## src/rtl/la_mux4sel.sv

```systemverilog
// Time-division select sequencer driving the s0/s1 selects of a 4-input mux.
// Optional break-before-make dead cycle on lane changes: define LA_MUX4SEL_BREAK_EN.
// The override request port is named force_req because "force" is a reserved word.
module la_mux4sel #(
   parameter string       PROP = "DEFAULT",
   parameter int unsigned CW   = 8
) (
   input  logic          clk,
   input  logic          nreset,
   input  logic          en,
   input  logic [3:0]    mask,
   input  logic [CW-1:0] dwell,
   input  logic          force_req,
   input  logic [1:0]    force_sel,
   output logic          s0,
   output logic          s1,
   output logic          valid,
   output logic          frame
);

   typedef enum logic [1:0] {
      ST_IDLE = 2'd0,
      ST_RUN  = 2'd1,
      ST_HOLD = 2'd2,
      ST_GAP  = 2'd3
   } state_t;

   // Reject configurations that cannot map onto a target cell set.
   if (CW < 1 || PROP == "") begin : g_bad_cfg
      $error("la_mux4sel: CW must be >= 1 and PROP must be non-empty");
   end

   state_t        state_q, state_d;
   logic [1:0]    sel_q, sel_d;
   logic [CW-1:0] cnt_q, cnt_d;
   logic          valid_q, valid_d;
   logic          frame_q, frame_d;
   logic [1:0]    bnd_lane_c;
   logic [1:0]    start_lane_c;
   logic          go_c;
   logic          at_bnd_c;
`ifdef LA_MUX4SEL_BREAK_EN
   logic [1:0]    nxt_q, nxt_d;
`endif

   // First set mask bit strictly after cur, ascending with 3->0 wrap; cur itself is tried last.
   function automatic logic [1:0] next_lane(input logic [1:0] cur, input logic [3:0] m);
      logic [1:0] lane;
      logic [1:0] cand;
      logic       found;
      lane  = cur;
      found = 1'b0;
      for (int i = 1; i <= 4; i++) begin
         cand = cur + 2'(i);
         if (!found && m[cand]) begin
            lane  = cand;
            found = 1'b1;
         end
      end
      return lane;
   endfunction

   assign bnd_lane_c   = next_lane(sel_q, mask);
   assign start_lane_c = next_lane(2'd3, mask);
   assign go_c         = en && (mask != 4'b0000);

   // Next-state and next-output decode; force overrides every state.
   always_comb begin
      state_d  = state_q;
      sel_d    = sel_q;
      cnt_d    = cnt_q;
      valid_d  = valid_q;
      frame_d  = 1'b0;
      at_bnd_c = 1'b0;
`ifdef LA_MUX4SEL_BREAK_EN
      nxt_d    = nxt_q;
`endif
      if (force_req) begin
         state_d = ST_HOLD;
         sel_d   = force_sel;
         valid_d = 1'b1;
      end else begin
         case (state_q)
            ST_IDLE: begin
               if (go_c) begin
                  state_d = ST_RUN;
                  sel_d   = start_lane_c;
                  cnt_d   = dwell;
                  valid_d = 1'b1;
                  frame_d = 1'b1;
               end else begin
                  valid_d = 1'b0;
               end
            end
            ST_RUN: begin
               if (cnt_q != '0) cnt_d = cnt_q - CW'(1);
               else             at_bnd_c = 1'b1;
            end
            ST_HOLD: at_bnd_c = 1'b1;
`ifdef LA_MUX4SEL_BREAK_EN
            ST_GAP: begin
               state_d = ST_RUN;
               sel_d   = nxt_q;
               cnt_d   = dwell;
               valid_d = 1'b1;
               frame_d = (nxt_q <= sel_q);
            end
`endif
            default: begin
               state_d = ST_IDLE;
               valid_d = 1'b0;
            end
         endcase

         // Slot boundary: en/mask are only sampled here.
         if (at_bnd_c) begin
            if (!go_c) begin
               state_d = ST_IDLE;
               valid_d = 1'b0;
`ifdef LA_MUX4SEL_BREAK_EN
            end else if (bnd_lane_c != sel_q) begin
               state_d = ST_GAP;
               valid_d = 1'b0;
               nxt_d   = bnd_lane_c;
`endif
            end else begin
               state_d = ST_RUN;
               sel_d   = bnd_lane_c;
               cnt_d   = dwell;
               valid_d = 1'b1;
               frame_d = (bnd_lane_c <= sel_q);
            end
         end
      end
   end

   always_ff @(posedge clk or negedge nreset) begin
      if (!nreset) begin
         state_q <= ST_IDLE;
         sel_q   <= 2'b00;
         cnt_q   <= '0;
         valid_q <= 1'b0;
         frame_q <= 1'b0;
`ifdef LA_MUX4SEL_BREAK_EN
         nxt_q   <= 2'b00;
`endif
      end else begin
         state_q <= state_d;
         sel_q   <= sel_d;
         cnt_q   <= cnt_d;
         valid_q <= valid_d;
         frame_q <= frame_d;
`ifdef LA_MUX4SEL_BREAK_EN
         nxt_q   <= nxt_d;
`endif
      end
   end

   assign s0    = sel_q[0];
   assign s1    = sel_q[1];
   assign valid = valid_q;
   assign frame = frame_q;

endmodule

```

## config.mk

```make
export PLATFORM = sky130hd
export DESIGN_NAME = la_mux4sel
export DESIGN_NICKNAME = d
export VERILOG_FILES = /design/src/rtl/la_mux4sel.sv
export SDC_FILE = /design/constraint.sdc
export NUM_CORES = 1
export LEC_CHECK = 0
export CAP_MARGIN = 20
export CORE_ASPECT_RATIO = 1.25
export CORE_UTILIZATION = 47
export CTS_CLUSTER_SIZE = 30
export DETAILED_ROUTE_END_ITERATION = 12
export GPL_TIMING_DRIVEN = 0
export HOLD_SLACK_MARGIN = 0.08
export PLACE_DENSITY = 0.77
export SYNTH_ARGS = -nofsm -noshare
export SYNTH_HDL_FRONTEND = slang
export SYNTH_SLANG_ARGS = --single-unit
```

## constraint.sdc

```tcl
create_clock -name clk -period 1.86 [get_ports clk]
set_input_delay 0.279 -clock clk [delete_from_list [all_inputs] [get_ports clk]]
set_output_delay 0.279 -clock clk [all_outputs]
set_load 0.02 [all_outputs]
```

* Yosys cells after proc, flatten, opt, wreduce, memory -nomap -nowiden *
Cells that the tools add are included.

operators by class
  $add $sub $neg = 4
  multiply operators = 0
  divide/modulo/power cells = 0
  order comparisons = 5
  eq/ne operators = 4
  shifts and indexed selects = 0
  mux-type cells = 48
  bitwise operators = 0
  reductions and logical operators = 18

operators by type and width
  kind                   number
  $mux W2                16
  $mux W8                4
  $mux W1                20
  $pmux W8 S2            1
  $lt A2 B3 Y1 const B   4
  $bmux W1 S2            4
  $reduce_bool A8 Y1     1
  $sub A8 B1 Y8 const B  1
  $logic_and A1 B1 Y1    7
  $logic_not A1 Y1       6
  $add A2 B2 Y2 const B  2
  $ne A4 B4 Y1 const B   1
  $pmux W1 S2            2
  $pmux W2 S2            1
  $reduce_bool A4 Y1     1
  $ne A3 B1 Y1 const B   1
  $add A2 B1 Y2 const B  1
  $eq A2 B1 Y1 const B   1
  $eq A2 B2 Y1 const B   1
  $le A2 B2 Y1           1
  $logic_not A2 Y1       1
  $reduce_and A2 Y1      1
  $reduce_or A2 Y1       1

storage, ports and cells
  register bits after elaboration = 14
  latch bits = 0
  bits in writable memories = 0
  bits in read-only memories = 0
  input bits = 18
  output and inout port bits = 4
  logic and storage cells = 84
  memories = 0

* Depth between registers and ports, before layout *
Gate-level depths: netlist (run 1).

  depth in word-level cells = 17
  gate-level depth with buffers = 8
  depth with buffers taken out = 8

* Worst setup path after synthesis (run 1) *
OpenSTA, ideal clock, no wires.

  path kind = flip-flop to flip-flop
  start = register cnt_q[0]
  end = register cnt_q[6]
  setup time = 0.144 ns
  data arrival time = 1.730 ns
  data required time = 1.716 ns
  setup slack = -0.013 ns
  cell stages (with the launch flop) = 7
  path buffers = 0
  clock period less this slack = 1.873 ns
  path through = dfrtp_1 -> inv_1 -> ha_1 -> nor3b_2 -> a31oi_2 -> nor2_1 -> o221ai_1

on the way
  longest elaborated chain between the ends = 5
  elaborated cells on any way between the ends = 9
  classes of those cells = 1 x add/sub; 7 x mux; 1 x reduce/logical

ends and longest elaborated chain
  item                                                        RTL line  text
  from (decl)                                                 35        logic [CW-1:0] cnt_q, cnt_d;
  from (signal assigned)                                      150       cnt_q <= cnt_d;
  $sub A8 B1 Y8 / $reduce_bool A8 Y1 (equally long branches)  96        if (cnt_q != '0) cnt_d = cnt_q - CW'(1);
  $mux W8 / $mux W1 (equally long branches)                   96
  $pmux W8 S2 / $pmux W1 S2 (equally long branches)           83        case (state_q)
  $mux W8 / $mux W1 (equally long branches)                   117, 78
  $mux W8 (*)                                                 116       if (at_bnd_c) begin

Every way passes the cells marked *; elsewhere a longest branch is shown, timed or not. The select of a mux whose other input is x is not followed.
A chain may end at the register's enable or synchronous reset.

* Worst setup path in the final report (run 1) *
  start = register state_q[1]
  end = register cnt_q[2]

on the way
  longest elaborated chain between the ends = 4
  elaborated cells on any way between the ends = 8
  classes of those cells = 2 x eq/ne; 5 x mux; 1 x reduce/logical

ends and longest elaborated chain
  item                                               RTL line  text
  from (decl)                                        33        state_t state_q, state_d;
  from (signal assigned)                             148       state_q <= state_d;
  $eq A2 B1 Y1, or another cell as far along         83
  $pmux W8 S2 / $pmux W1 S2 (equally long branches)  83
  $mux W8 / $mux W1 (equally long branches)          117, 78
  $mux W8 (*)                                        116

Marked as above.

==> key figures, run 1 <==
Global route
  • Largest net degree at the start of global routing: 15
  • First-pass GRT wire length: 6679 µm
  • Vias in the first global route: 1408
  • Initial antenna violation count: 0
  • Total gr overflow: 0
  • Total GRT Usage: 30.12%

Run status
  • Status: completed

Critical path
  • RR Endpoint: cnt_q[2]$_DFFE_PN0N_
  • Crit-path leading delay family: compound AO/OA/AOI/OAI gates
  • WP depth: 7
  • Worst setup startpoint: state_q[1]$_DFFE_PN0P_
  • Cell mode on critical path: inv_1
  • Setup Crit Path Kind: reg2reg
  • Arrival @ worst endpoint: 1.99 ns
  • R2R depth: 7
  • CP bufs+invs: 3
  • Critical path launch point type: register
  • Crit path capture type: register
  • CP max FO: 10
  • Reg2Reg Launch Point: state_q[1]$_DFFE_PN0P_
  • Worst setup path end: cnt_q[2]$_DFFE_PN0N_
  • CP max-delay cell: dfrtp_1
  • Slack of the worst reg-to-reg path: 0.06 ns
  • Crit-path cells: inv_1, ha_2, clkbuf_4, inv_1, a211oi_1, nor3b_1, o31ai_1
  • Req. time, crit path: 2.05 ns
  • CP max stage delay: 0.40 ns

Synthesis
  • Seq/Total Area, Yosys: 27.37%
  • Synth cell types: 47
  • Yosys top cell by area: dfrtp_1
  • FF+latch count, synth: 14
  • Syn avg cell area: 8.707 µm²
  • Synth top area cells: dfrtp_1 (27%), ha_1 (6.8%), inv_1 (4.1%), a211oi_1 (3.5%), a32oi_1 (3.4%)
  • Mapped Nets: 172
  • Ys flop type: dfrtp_1
  • Ys async rst share: 100.0%
  • Netlist area before placement: 1280 µm²
  • Synth top cells by count: dfrtp_1 (14), inv_1 (14), nor2_1 (8), o21ai_0 (8)
  • Area share of the largest cell type after synthesis: 27.37%
  • Post-synth EDFFs: 0
  • Syn. warnings: 0
  • Synthesized instance count: 147

Layout
  • ANT cells: 0
  • Area Growth Syn to Fin: 39.69%
  • Net count reported at finish: 212
  • Layout cells sized above 1: 25.95%

Power
  • Peak supply drop: 642.5 µV
  • Pwr dens: 1155 nW/µm²
  • Leak pwr: 0.7003 nW

Clock tree
  • Worst-skew pair later-pin latency: 0.28 ns
  • CTS root buf: clkbuf_4
  • Cts bufs inserted: 3
  • Hold-fix buffer count after cts: 0
  • Clk buf depth: 2
  • CTS tree: yes
  • Clock slew at reported path FFs: 0.09 ns
  • # H-tree levels: 1
  • Clock sink count: 14

Floorplan
  • Std-Cell Core Area: 2502 µm²
  • Die Y: 60.35 µm
  • Die X: 48.68 µm
  • Die ar.: 2937 µm²
  • Initial Util: 51.15%
  • Io pins: 22
  • Rows: 20

Worst hold path
  • Hold Path Class: in2async

Drt
  • Initial drt markers: 67
  • Post-DR vias/cell: 6.711
  • Avg WL per Cell: 19.16 µm
  • Via count: 1463
  • DRC violations left: 0
  • Final WL: 4177 µm
  • Routed Antenna Nets: 0
  • DRT Pass-1 Iters: 6

STA
  • Final Worst Setup Slack: 0.06284 ns
  • Fin Hold WS: 0.4193 ns
  • Fin. max-slew vios: 0
  • Final setup skew: 0.003123 ns
  • Fmax: 0.5564 GHz
  • Headroom to the max-slew limit: 51.53%
  • RSZ-0062 raised after global routing: true
  • Worst Tran Pin Value: 0.7248 ns
  • Final number of setup-violating endpoints: 0
  • Fin crit share: 96.62%
  • Final critical-path required period: 1.797 ns
  • Final Hold Viols: 0

Job
  • Max-Cap Viols: 0

Placement
  • Placer Congestion: 0.9430
  • Hpwl dp: 2725 µm
  • Placement Setup Slack: -0.6529 ns
  • IO Port Bufs: 21
area by class of cell:
type                    instances  area (µm²)
flip-flops and latches         14       354.1
multi-input cells             111       943.4
plain buffers                   5       36.28
repair buffers                 38       337.8
inverters                      14       52.55
fillers                       198       714.4
well taps                      33       41.29
clock buffers                   3       22.52
how the worst min path moves through the flow:
stage                      startpoint                     end  slack [ns]  depth (start not counted)
6_report                       nreset    cnt_q[6]$_DFFE_PN0N_        0.42                          1
2_1_floorplan                  nreset    cnt_q[0]$_DFFE_PN0N_       -0.02                          0
3_5_place_dp        valid$_DFFE_PN0P_       valid$_DFFE_PN0P_        0.61                          2
4_1_cts                        nreset    cnt_q[4]$_DFFE_PN0N_        0.43                          1
3_3_place_gp   state_q[1]$_DFFE_PN0P_  state_q[1]$_DFFE_PN0P_        0.61                          2
5_1_grt                        nreset    cnt_q[0]$_DFFE_PN0N_        0.46                          1
kinds of logic (layout without fill, tap and decap cells):
logic type,count (synthesis),count (layout),synth area share [%]
AOI/OAI and AO/OA,61,61,36.85
muxes,2,2,1.857
DFF,14,14,27.37
and+or+nand+nor,41,41,19.75
buffers and inverters,22,60,7.331
adders and majority gates,7,7,6.842
repair_timing:
action,4_1_cts,5_1_grt
setup buffers,14,3
pin swaps,6,2
resized for setup,16,25
endpoints found under the setup margin,14,13
hold endpoints to repair,0,0
per-layer routing:
metal  track usage [%]  vias to the layer above  part of all wire, %
li1                  -                      669                    -
met1             33.33                      695                   38
met2             56.55                       82                   52
met3             3.008                       17                  6.5
met4             18.49                        0                  3.1
met5                 0                        -                    0
where the power goes:
group	total, W	switching [W]	internal (W)
sequential	0.000580	0.000162	0.000418
clock	0.000181	0.000106	0.0000752
combinational	0.00130	0.000710	0.000595
registers in the layout, indices dropped and copies added (netlist names):
| name | cells |
|---|---|
| sel_q | 2 |
| valid | 1 |
| state_q | 2 |
| frame | 1 |
| cnt_q | 8 |
worst register-to-register path: cells and delay by family (launching register included):
kind            cells  cell delay [ns]
buf+inv             3             0.48
compound gates      2             0.48
flops               1             0.40
fa+ha+maj           1             0.27
simple gates        1             0.08
through the flow:
step	instances	TNS, ns	area [µm²]	util, %	power, W
detailed placement	201	-6.553	1534	61.30	0.001534
global placement	201	-6.119	1534	61.30	0.001505
floorplan	147	0	1282	-	0.001234
CTS	216	-0.01458	1709	68.30	0.001896
finish	218	0	1788	71.45	0.002066
global route	218	-0.05985	1788	71.45	0.002197
cells in the final DEF (no fill, tap or decap), types with 2 or more instances in the layout:
cell / count
inv_2: 2
nor2_1: 6
a22oi_1: 2
clkbuf_4: 4
nand2_1: 5
clkdlybuf4s50_1: 17
nand3_1: 7
o221ai_1: 2
nor4_1: 3
a21oi_1: 6
o41ai_4: 2
a2111oi_1: 3
a32oi_1: 5
nor2_4: 2
buf_2: 2
a211oi_1: 6
a31oi_1: 4
dfrtp_2: 3
a221oi_1: 4
dlygate4sd2_1: 3
ha_2: 2
and4_1: 3
nand2b_1: 3
buf_4: 15
o31ai_1: 3
inv_1: 12
a21o_1: 2
o211ai_1: 3
ha_1: 4
dfrtp_1: 11
o21ai_0: 8
Note: power is estimated with default switching activity, not from simulation.
==> inputs of run 2 (changes only) <==
- CAP_MARGIN: 20 -> 30
==> results of run 2 <==
The final DEF is identical to that of run 1; final timing and power are the same.
==> inputs of run 3 (changes only) <==
--- a/constraint.sdc
+++ b/constraint.sdc
@@ -3,2 +3,2 @@
 set_output_delay 0.279 -clock clk [all_outputs]
-set_load 0.02 [all_outputs]
+set_load 0.01 [all_outputs]
==> results of run 3 <==
Same layout as run 1 (identical final DEF). Status: completed.
Main changes from that run: total power 0.002066 W -> 0.002049 W; worst IR drop on VDD 642.5 µV -> 642.1 µV
